`src/rtl/mc_ctrl_pkg.sv`:
```
// Shared encodings for the multi-cycle CPU controller: FSM states, opcodes,
// ALU operations and PC source selects.
package mc_ctrl_pkg;

    localparam logic [2:0] FETCH  = 3'd0;
    localparam logic [2:0] DECODE = 3'd1;
    localparam logic [2:0] EXEC   = 3'd2;
    localparam logic [2:0] MEM    = 3'd3;
    localparam logic [2:0] WB     = 3'd4;
    localparam logic [2:0] FAULT  = 3'd5;

    localparam logic [3:0] OP_RTYPE = 4'b0000;
    localparam logic [3:0] OP_LW    = 4'b0001;
    localparam logic [3:0] OP_SW    = 4'b0010;
    localparam logic [3:0] OP_ADDI  = 4'b0011;
    localparam logic [3:0] OP_BEQ   = 4'b0100;
    localparam logic [3:0] OP_BNE   = 4'b0101;
    localparam logic [3:0] OP_JMP   = 4'b0110;

    localparam logic [3:0] ALU_ADD = 4'b0000;
    localparam logic [3:0] ALU_SUB = 4'b0001;

    localparam logic [1:0] PC_SEQ    = 2'b00;
    localparam logic [1:0] PC_BRANCH = 2'b01;
    localparam logic [1:0] PC_JUMP   = 2'b10;

    // R-type only defines the four lowest funct codes.
    function automatic logic is_legal(input logic [3:0] op, input logic [3:0] funct);
        case (op)
            OP_RTYPE:                                       return (funct[3:2] == 2'b00);
            OP_LW, OP_SW, OP_ADDI, OP_BEQ, OP_BNE, OP_JMP:  return 1'b1;
            default:                                        return 1'b0;
        endcase
    endfunction

endpackage

```
`src/rtl/mem_wait_timer.sv`:
```
// Counts memory-ready wait cycles; expired flags the last tolerated cycle.
module mem_wait_timer #(
    parameter int unsigned MAX_WAIT = 255,
    parameter int          WAIT_W   = 8
) (
    input  logic clk,
    input  logic rst,
    input  logic clear,
    input  logic count_en,
    output logic expired
);

    logic [WAIT_W-1:0] count;

    assign expired = (count == WAIT_W'(MAX_WAIT));

    always_ff @(posedge clk) begin
        if (rst || clear)
            count <= '0;
        else if (count_en && !expired)
            count <= count + 1'b1;
    end

endmodule

```
`src/rtl/multicycle_control_fsm.sv`:
```
// FETCH/DECODE/EXEC/MEM/WB sequencer for the multi-cycle 16-bit CPU.
// Define MC_PERF_CNT_EN to build the retire/stall performance counters.
module multicycle_control_fsm
    import mc_ctrl_pkg::*;
#(
    parameter int unsigned MAX_WAIT = 255,
    parameter int          WAIT_W   = 8
) (
    input  logic        clk,
    input  logic        rst,
    input  logic [3:0]  opcode,
    input  logic [3:0]  Funct_field,
    input  logic        Zero,
    input  logic        mem_ready,
    output logic [3:0]  ALU_op,
    output logic        ALU_Src,
    output logic        IorD,
    output logic        Mem_Read,
    output logic        Mem_Write,
    output logic        IR_Write,
    output logic        PC_Write,
    output logic [1:0]  PC_Src,
    output logic        Reg_Write,
    output logic        Mem_to_Reg,
    output logic        retire,
    output logic        fault,
    output logic [15:0] instr_count,
    output logic [15:0] stall_count
);

    logic [2:0] state, state_d;
    logic       waiting, expired;

    assign waiting = (state == FETCH || state == MEM) && !mem_ready;

    mem_wait_timer #(.MAX_WAIT(MAX_WAIT), .WAIT_W(WAIT_W)) u_timer (
        .clk      (clk),
        .rst      (rst),
        .clear    (state_d != state),
        .count_en (waiting),
        .expired  (expired)
    );

    always_ff @(posedge clk) begin
        if (rst)
            state <= FETCH;
        else
            state <= state_d;
    end

    // Reset forces every strobe low in the cycle it is asserted.
    always_comb begin
        state_d    = state;
        ALU_op     = ALU_ADD;
        ALU_Src    = 1'b0;
        IorD       = 1'b0;
        Mem_Read   = 1'b0;
        Mem_Write  = 1'b0;
        IR_Write   = 1'b0;
        PC_Write   = 1'b0;
        PC_Src     = PC_SEQ;
        Reg_Write  = 1'b0;
        Mem_to_Reg = 1'b0;
        retire     = 1'b0;
        fault      = 1'b0;
        if (!rst) begin
            case (state)
                FETCH: begin
                    Mem_Read = 1'b1;
                    if (mem_ready) begin
                        IR_Write = 1'b1;
                        PC_Write = 1'b1;
                        state_d  = DECODE;
                    end else if (expired) begin
                        state_d = FAULT;
                    end
                end
                DECODE: state_d = is_legal(opcode, Funct_field) ? EXEC : FAULT;
                EXEC: begin
                    case (opcode)
                        OP_RTYPE: begin
                            ALU_op  = Funct_field;
                            state_d = WB;
                        end
                        OP_LW, OP_SW: begin
                            ALU_Src = 1'b1;
                            state_d = MEM;
                        end
                        OP_ADDI: begin
                            ALU_Src = 1'b1;
                            state_d = WB;
                        end
                        OP_BEQ, OP_BNE: begin
                            ALU_op = ALU_SUB;
                            if ((opcode == OP_BEQ) == Zero) begin
                                PC_Write = 1'b1;
                                PC_Src   = PC_BRANCH;
                            end
                            retire  = 1'b1;
                            state_d = FETCH;
                        end
                        OP_JMP: begin
                            PC_Write = 1'b1;
                            PC_Src   = PC_JUMP;
                            retire   = 1'b1;
                            state_d  = FETCH;
                        end
                        default: state_d = FAULT;
                    endcase
                end
                MEM: begin
                    IorD      = 1'b1;
                    ALU_Src   = 1'b1;
                    Mem_Read  = (opcode == OP_LW);
                    Mem_Write = (opcode == OP_SW);
                    if (mem_ready) begin
                        if (opcode == OP_LW) begin
                            state_d = WB;
                        end else begin
                            retire  = 1'b1;
                            state_d = FETCH;
                        end
                    end else if (expired) begin
                        state_d = FAULT;
                    end
                end
                WB: begin
                    Reg_Write  = 1'b1;
                    Mem_to_Reg = (opcode == OP_LW);
                    retire     = 1'b1;
                    state_d    = FETCH;
                end
                FAULT:   fault   = 1'b1;
                default: state_d = FAULT;
            endcase
        end
    end

`ifdef MC_PERF_CNT_EN
    always_ff @(posedge clk) begin
        if (rst) begin
            instr_count <= '0;
            stall_count <= '0;
        end else begin
            if (retire && instr_count != 16'hFFFF)
                instr_count <= instr_count + 16'd1;
            if (waiting && stall_count != 16'hFFFF)
                stall_count <= stall_count + 16'd1;
        end
    end
`else
    assign instr_count = '0;
    assign stall_count = '0;
`endif

endmodule

```
`config.mk`:
```
export PLATFORM = sky130hd
export DESIGN_NAME = multicycle_control_fsm
export DESIGN_NICKNAME = d
export VERILOG_FILES = /design/src/rtl/mc_ctrl_pkg.sv /design/src/rtl/mem_wait_timer.sv /design/src/rtl/multicycle_control_fsm.sv
export SDC_FILE = /design/constraint.sdc
export NUM_CORES = 1
export LEC_CHECK = 0
export CAP_MARGIN = 20
export CORE_UTILIZATION = 40
export DETAILED_ROUTE_END_ITERATION = 12
export DONT_BUFFER_PORTS = 1
export PLACE_DENSITY = 0.64
export SYNTH_ARGS = -nofsm -noshare
export SYNTH_HDL_FRONTEND = slang
export SYNTH_HIERARCHICAL = 1
export SYNTH_SLANG_ARGS = --single-unit
```
`constraint.sdc`:
```
create_clock -name clk -period 2.95 [get_ports clk]
set_clock_uncertainty 0.05 [all_clocks]
set_input_delay 0.295 -clock clk [delete_from_list [all_inputs] [get_ports clk]]
set_output_delay 0.295 -clock clk [all_outputs]
set_load 0.02 [all_outputs]
```
# Word-level counts from Yosys, hierarchy flattened
# Index checks and enable logic that the tools add are counted.
# W data, S select, Z words.
[word_totals] elab_cells=77 register_bits=11 output_inout_bits=48
[op_classes] add_sub_neg=1 n_mux=45 reduce_logical=15 n_eq_ne=14
[op_table] operator="$mux W1" n=25
[op_table] operator="$mux W3" n=6
[op_table] operator="$pmux W3 S6" n=1
[op_table] operator="$eq A4 B3 Y1 const B" n=3
[op_table] operator="$pmux W1 S2" n=5
[op_table] operator="$pmux W3 S3" n=1
[op_table] operator="$add A8 B1 Y8 const B" n=1
[op_table] operator="$eq A4 B2 Y1 const B" n=2
[op_table] operator="$eq A8 B8 Y1 const B" n=1
[op_table] operator="$mux W4" n=2
[op_table] operator="$pmux W4 S2" n=1
[op_table] operator="$eq A3 B2 Y1 const B" n=2
[op_table] operator="$eq A3 B3 Y1 const B" n=2
[op_table] operator="$reduce_or A2 Y1" n=3
[op_table] operator="$reduce_or A3 Y1" n=2
[op_table] operator="$reduce_or A6 Y1" n=1
[op_table] operator="$eq A4 B1 Y1 const B" n=1
[op_table] operator="$logic_not A4 Y1" n=1
[op_table] operator="$mux W2" n=2
[op_table] operator="$pmux W2 S2" n=1
[op_table] operator="$eq A3 B1 Y1 const B" n=1
[op_table] operator="$logic_not A3 Y1" n=1
[op_table] operator="$ne A3 B3 Y1" n=1
[op_table] operator="$pmux W1 S3" n=1
[op_table] operator="5 further kinds" n=8

# Longest topological paths before layout
[depth] depth_word=10 depth_mapped=12

# By module
# Netlist, hierarchy kept.
[by_module_without_submodules] mod="multicycle_control_fsm" n_inst=1 seq_area_each_um2=60.1 cells_each=118 area_per_inst_um2=872.1
[by_module_without_submodules] mod="mem_wait_timer" n_inst=1 seq_area_each_um2=160.2 cells_each=49 area_per_inst_um2=425.4

# Worst setup path after synthesis
# No wires, ideal clock.
[synth_timing] path_type="reg-to-reg" from="register u_timer.count[5]" to="register u_timer.count[4]" synth_period_minus_slack_ns=2.677 setup_slack_ns=0.273 path_stages_with_launch=13 setup_time_ns=0.074 arrival_ns=2.553 path_buffers=1 cell_sequence="dfxtp_1 -> and3_1 -> buf_2 -> inv_1 -> nor3_1 -> or3b_1 -> a32o_2 -> o21ai_4 -> nor2_4 -> a211o_1 -> nor2_1 -> o21ai_0 -> a31oi_1"
[synth_via] elab_chain_len=7 elab_cells_between_ends=10
[synth_lines] element="start, declared" line="mem_wait_timer.sv:13" rtl="logic [WAIT_W-1:0] count;"
[synth_lines] element="start signal, assigned" line="mem_wait_timer.sv:21" rtl="count <= count + 1'b1;"
[synth_lines] element="$eq A8 B8 Y1 (*)" line="mem_wait_timer.sv:15" rtl="assign expired = (count == WAIT_W'(MAX_WAIT));"
[synth_lines] element="via expired" line="multicycle_control_fsm.sv:32" rtl="logic waiting, expired;"
[synth_lines] element="$mux W3" line="multicycle_control_fsm.sv:74, multicycle_control_fsm.sv:123"
[synth_lines] element="$mux W3, on equally long branches" line="multicycle_control_fsm.sv:116, multicycle_control_fsm.sv:70"
[synth_lines] element="$pmux W3 S6" line="multicycle_control_fsm.sv:67" rtl="case (state)"
[synth_lines] element="$mux W3" line="multicycle_control_fsm.sv:66" rtl="if (!rst) begin"
[synth_lines] element="$ne A3 B3 Y1" line="multicycle_control_fsm.sv:39" rtl=".clear (state_d != state),"
[synth_lines] element="$logic_or A1 B1 Y1" line="mem_wait_timer.sv:18" rtl="if (rst || clear)"
# The timed path passes the listed nets; every way through them passes the cells marked *.
# A chain may end at the register's enable or synchronous reset.

# Worst setup path in the final report
[layout_timing] from="register u_timer.count[0]" to="register u_timer.count[5]"
# The elaborated chain is that of the path after synthesis.

==> flow_metrics.py <==
metrics = {
    "sta": {
        "fin_ws_ns": 0.145,
        "period_share_pct": 95.1,
        "holdWs_ns": 0.0197,
        "fmax_ghz": 0.356,
        "report.final.slew_viol_count": 0,
        "relSlewSlack_pct": 54.4,
        "finalHoldViolCount": 0,
        "setup_violations": 0,
        "period_minus_slack_ns": 2.81,
        "fin_tns_setup_ns": 0,
        "worst_pin_slew_ns": 0.678,
    },
    "worst_setup_path": {
        "cp-start-kind": "flop",
        "crit_required_ns": 3.10,
        "setup.worst_path.end_class": "flop",
        "worst-path-max-fanout": 6,
        "cp.arrival_ns": 2.96,
        "critPathKind": "flop to flop",
    },
    "clocking": {
        "clockBufferDepth": 2,
        "cts_tree": "built",
        "insertion_delay_ns": 0.27,
        "path_clk_slew_ns": 0.08,
        "htree_levels": 1,
        "cts_buffers": 3,
        "cts_sinks": 11,
        "cts-root-buf": "clkbuf_4",
    },
    "global_routing": {
        "antenna_found_initial": 0,
        "gr-total-overflow": 0,
        "grt_pass1_vias": 878,
        "grt_use_total_pct": 14.6,
        "grt_max_degree": 15,
        "grt_pass1_wl_um": 3910,
    },
    "status": {
        "status": "completed",
    },
    "pwr": {
        "p_total_mw": 0.408,
        "cellPowerDensity_nw_per_um2": 338,
        "seqPwrFrac_pct": 40.9,
        "power.share.combinational_pct": 32.8,
        "internal-power_mw": 0.248,
        "p_leak_nw": 0.442,
        "p_sw_mw": 0.160,
        "pwr-share-clk_pct": 26.3,
        "switching_share_pct": 39.2,
        "max-vdd-ir-drop_mv": 0.148,
    },
    "drt": {
        "drtIter0Drc": 100,
        "wl_um": 2550,
        "postRouteAntennaNets": 0,
        "wire_per_inst_um": 12.2,
        "vias": 1062,
        "firstDrtPassIters": 4,
        "viasPerCell": 5.08,
        "post-route-drc-count": 0,
    },
    "synth": {
        "synth.avg_cell_area_um2": 7.77,
        "synth_top_area_share_pct": 18.5,
        "syn-cell-area_um2": 1300,
        "yosysTopAreaCell": "buf_4",
        "yosysUniqueCellTypes": 54,
        "seq_area_frac_synth_pct": 17.0,
        "synth_edf_count": 0,
        "async_reset_ff_share_pct": 0,
        "synth_common_cells": "32 x buf_4, 14 x nor2_1, 12 x nand2_1",
        "synth_area_leaders": "buf_4 19%, dfxtp_1 17%, nor2_1 4.1%",
        "yosysMostFrequentCell": "buf_4",
        "synthCells": 167,
        "synth-main-ff-cell": "dfxtp_1",
        "yosysWarnings": 6,
        "yosys_register_bits": 11,
    },
    "layout": {
        "nFillCells": 332,
        "nets": 179,
        "layout-area-overhead-vs-synth_pct": -7.14,
        "drive_gt1_share_pct": 11.5,
        "num_antenna_cells": 0,
    },
    "floorplan": {
        "fp.dieArea_um2": 3480,
        "io_pins": 60,
        "rows": 20,
        "die_x_um": 59.0,
        "die_height_um": 59.0,
        "coreArea_um2": 3050,
        "start_util_pct": 42.5,
    },
    "min_path": {
        "min-delay-path-class": "input port to flop",
    },
    "placed_design": {
        "io_buffers": 0,
        "dp_hpwl_um": 1990,
        "gp_congestion": 0.921,
        "place_ws_ns": 0.0729,
    },
    "flow_run": {
        "max_cap_viol_count": 0,
    },
}
## final timing paths
kind                            to  slack, ns  depth (start not counted)              from
setup / recovery  u_timer/count[5]       0.14                         10  u_timer/count[0]
hold / removal            state[2]       0.02                          1               rst
setup reg to reg  u_timer/count[5]       0.14                         10  u_timer/count[0]
hold reg to reg   u_timer/count[1]       0.43                          2  u_timer/count[1]
## worst max-delay path: stages, from the launching register on
cell and delay [ns]:
dfxtp_1 0.37, ha_1 0.25, nand2_1 0.11, nor3_1 0.24, or3b_1 0.38, a32o_2 0.26, o21ai_4 0.09, nor2_4 0.09
a211o_1 0.38, or3_1 0.37, mux2i_1 0.14
## placed cells by master (no fill, tap or decap), drive strengths merged, types with 4 or more instances in the layout
cell / netlist / final
o21ai: 4 / 4
nor2: 15 / 15
nand2: 13 / 13
xnor2: 4 / 4
clkbuf: 3 / 4
and2: 6 / 6
mux2i: 4 / 4
dfxtp: 11 / 11
a2111oi: 5 / 5
conb: 1 / 32
inv: 7 / 7
o21a: 4 / 4
a21oi: 8 / 8
nor3: 5 / 5
## metal layers
layer / GRT usage [%] / routed length (um) / vias to the layer above
met5: 0 / 0 / -
met4: 5.10 / 23 / 0
met3: 5.27 / 217 / 4
met2: 23.5 / 1220 / 52
met1: 17.8 / 1080 / 476
li1: - / - / 530
## final cells by class
type	instances	area [um^2]	area share (%)
Inverter	7	26.3	2.18
Multi-Input combinational cell	141	862	71.5
Sequential cell	11	220	18.3
Timing Repair Buffer	2	15.0	1.25
Clock buffer	4	26.3	2.18
Tap cell	44	55.1	4.57
## cells by family (layout without fill, tap and decap cells)
family                     count (synthesis)  after routing  share of synthesized area (%)
other                                      1             32                          0.289
buffers and inverters                     46             13                           26.2
DFF                                       11             11                           17.0
adders and majority gates                  1              1                          0.964
and+or+nand+nor                           60             60                           26.0
xor gates and xnor gates                   4              4                           2.70
muxes                                      5              5                           4.24
AOI/OAI and AO/OA                         39             39                           22.6
## per-stage QoR
stage	utilization, %	instances	cell area, um^2
CTS	39.2	209	1200
floorplan	-	198	1410
global route	39.5	209	1200
global placement	38.3	205	1170
finish	39.5	209	1200
detailed placement	38.3	205	1170
## power by group through the flow
| stage | Clock [mW] | Combinational [mW] | Sequential [mW] |
|---|---|---|---|
| floorplan | 0 | 0.170 | 0.162 |
| CTS | 0.111 | 0.130 | 0.167 |
| global route | 0.116 | 0.147 | 0.168 |
| global placement | 0 | 0.128 | 0.170 |
| detailed placement | 0 | 0.129 | 0.170 |
| finish | 0.107 | 0.134 | 0.167 |
## sequential cells by signal, indices dropped and copies added, names as in the netlist
signal and cells:
state 3, u_timer/count 8
## timing repair
item / 4_1_cts / 5_1_grt
gates resized for setup: 0 / 3
hold buffers: 0 / 0
buffers inserted: 0 / 0
setup endpoints to repair: 0 / 6
endpoints found under the hold margin: 0 / 0
No activity file was read; power rests on OpenSTA's default activity.
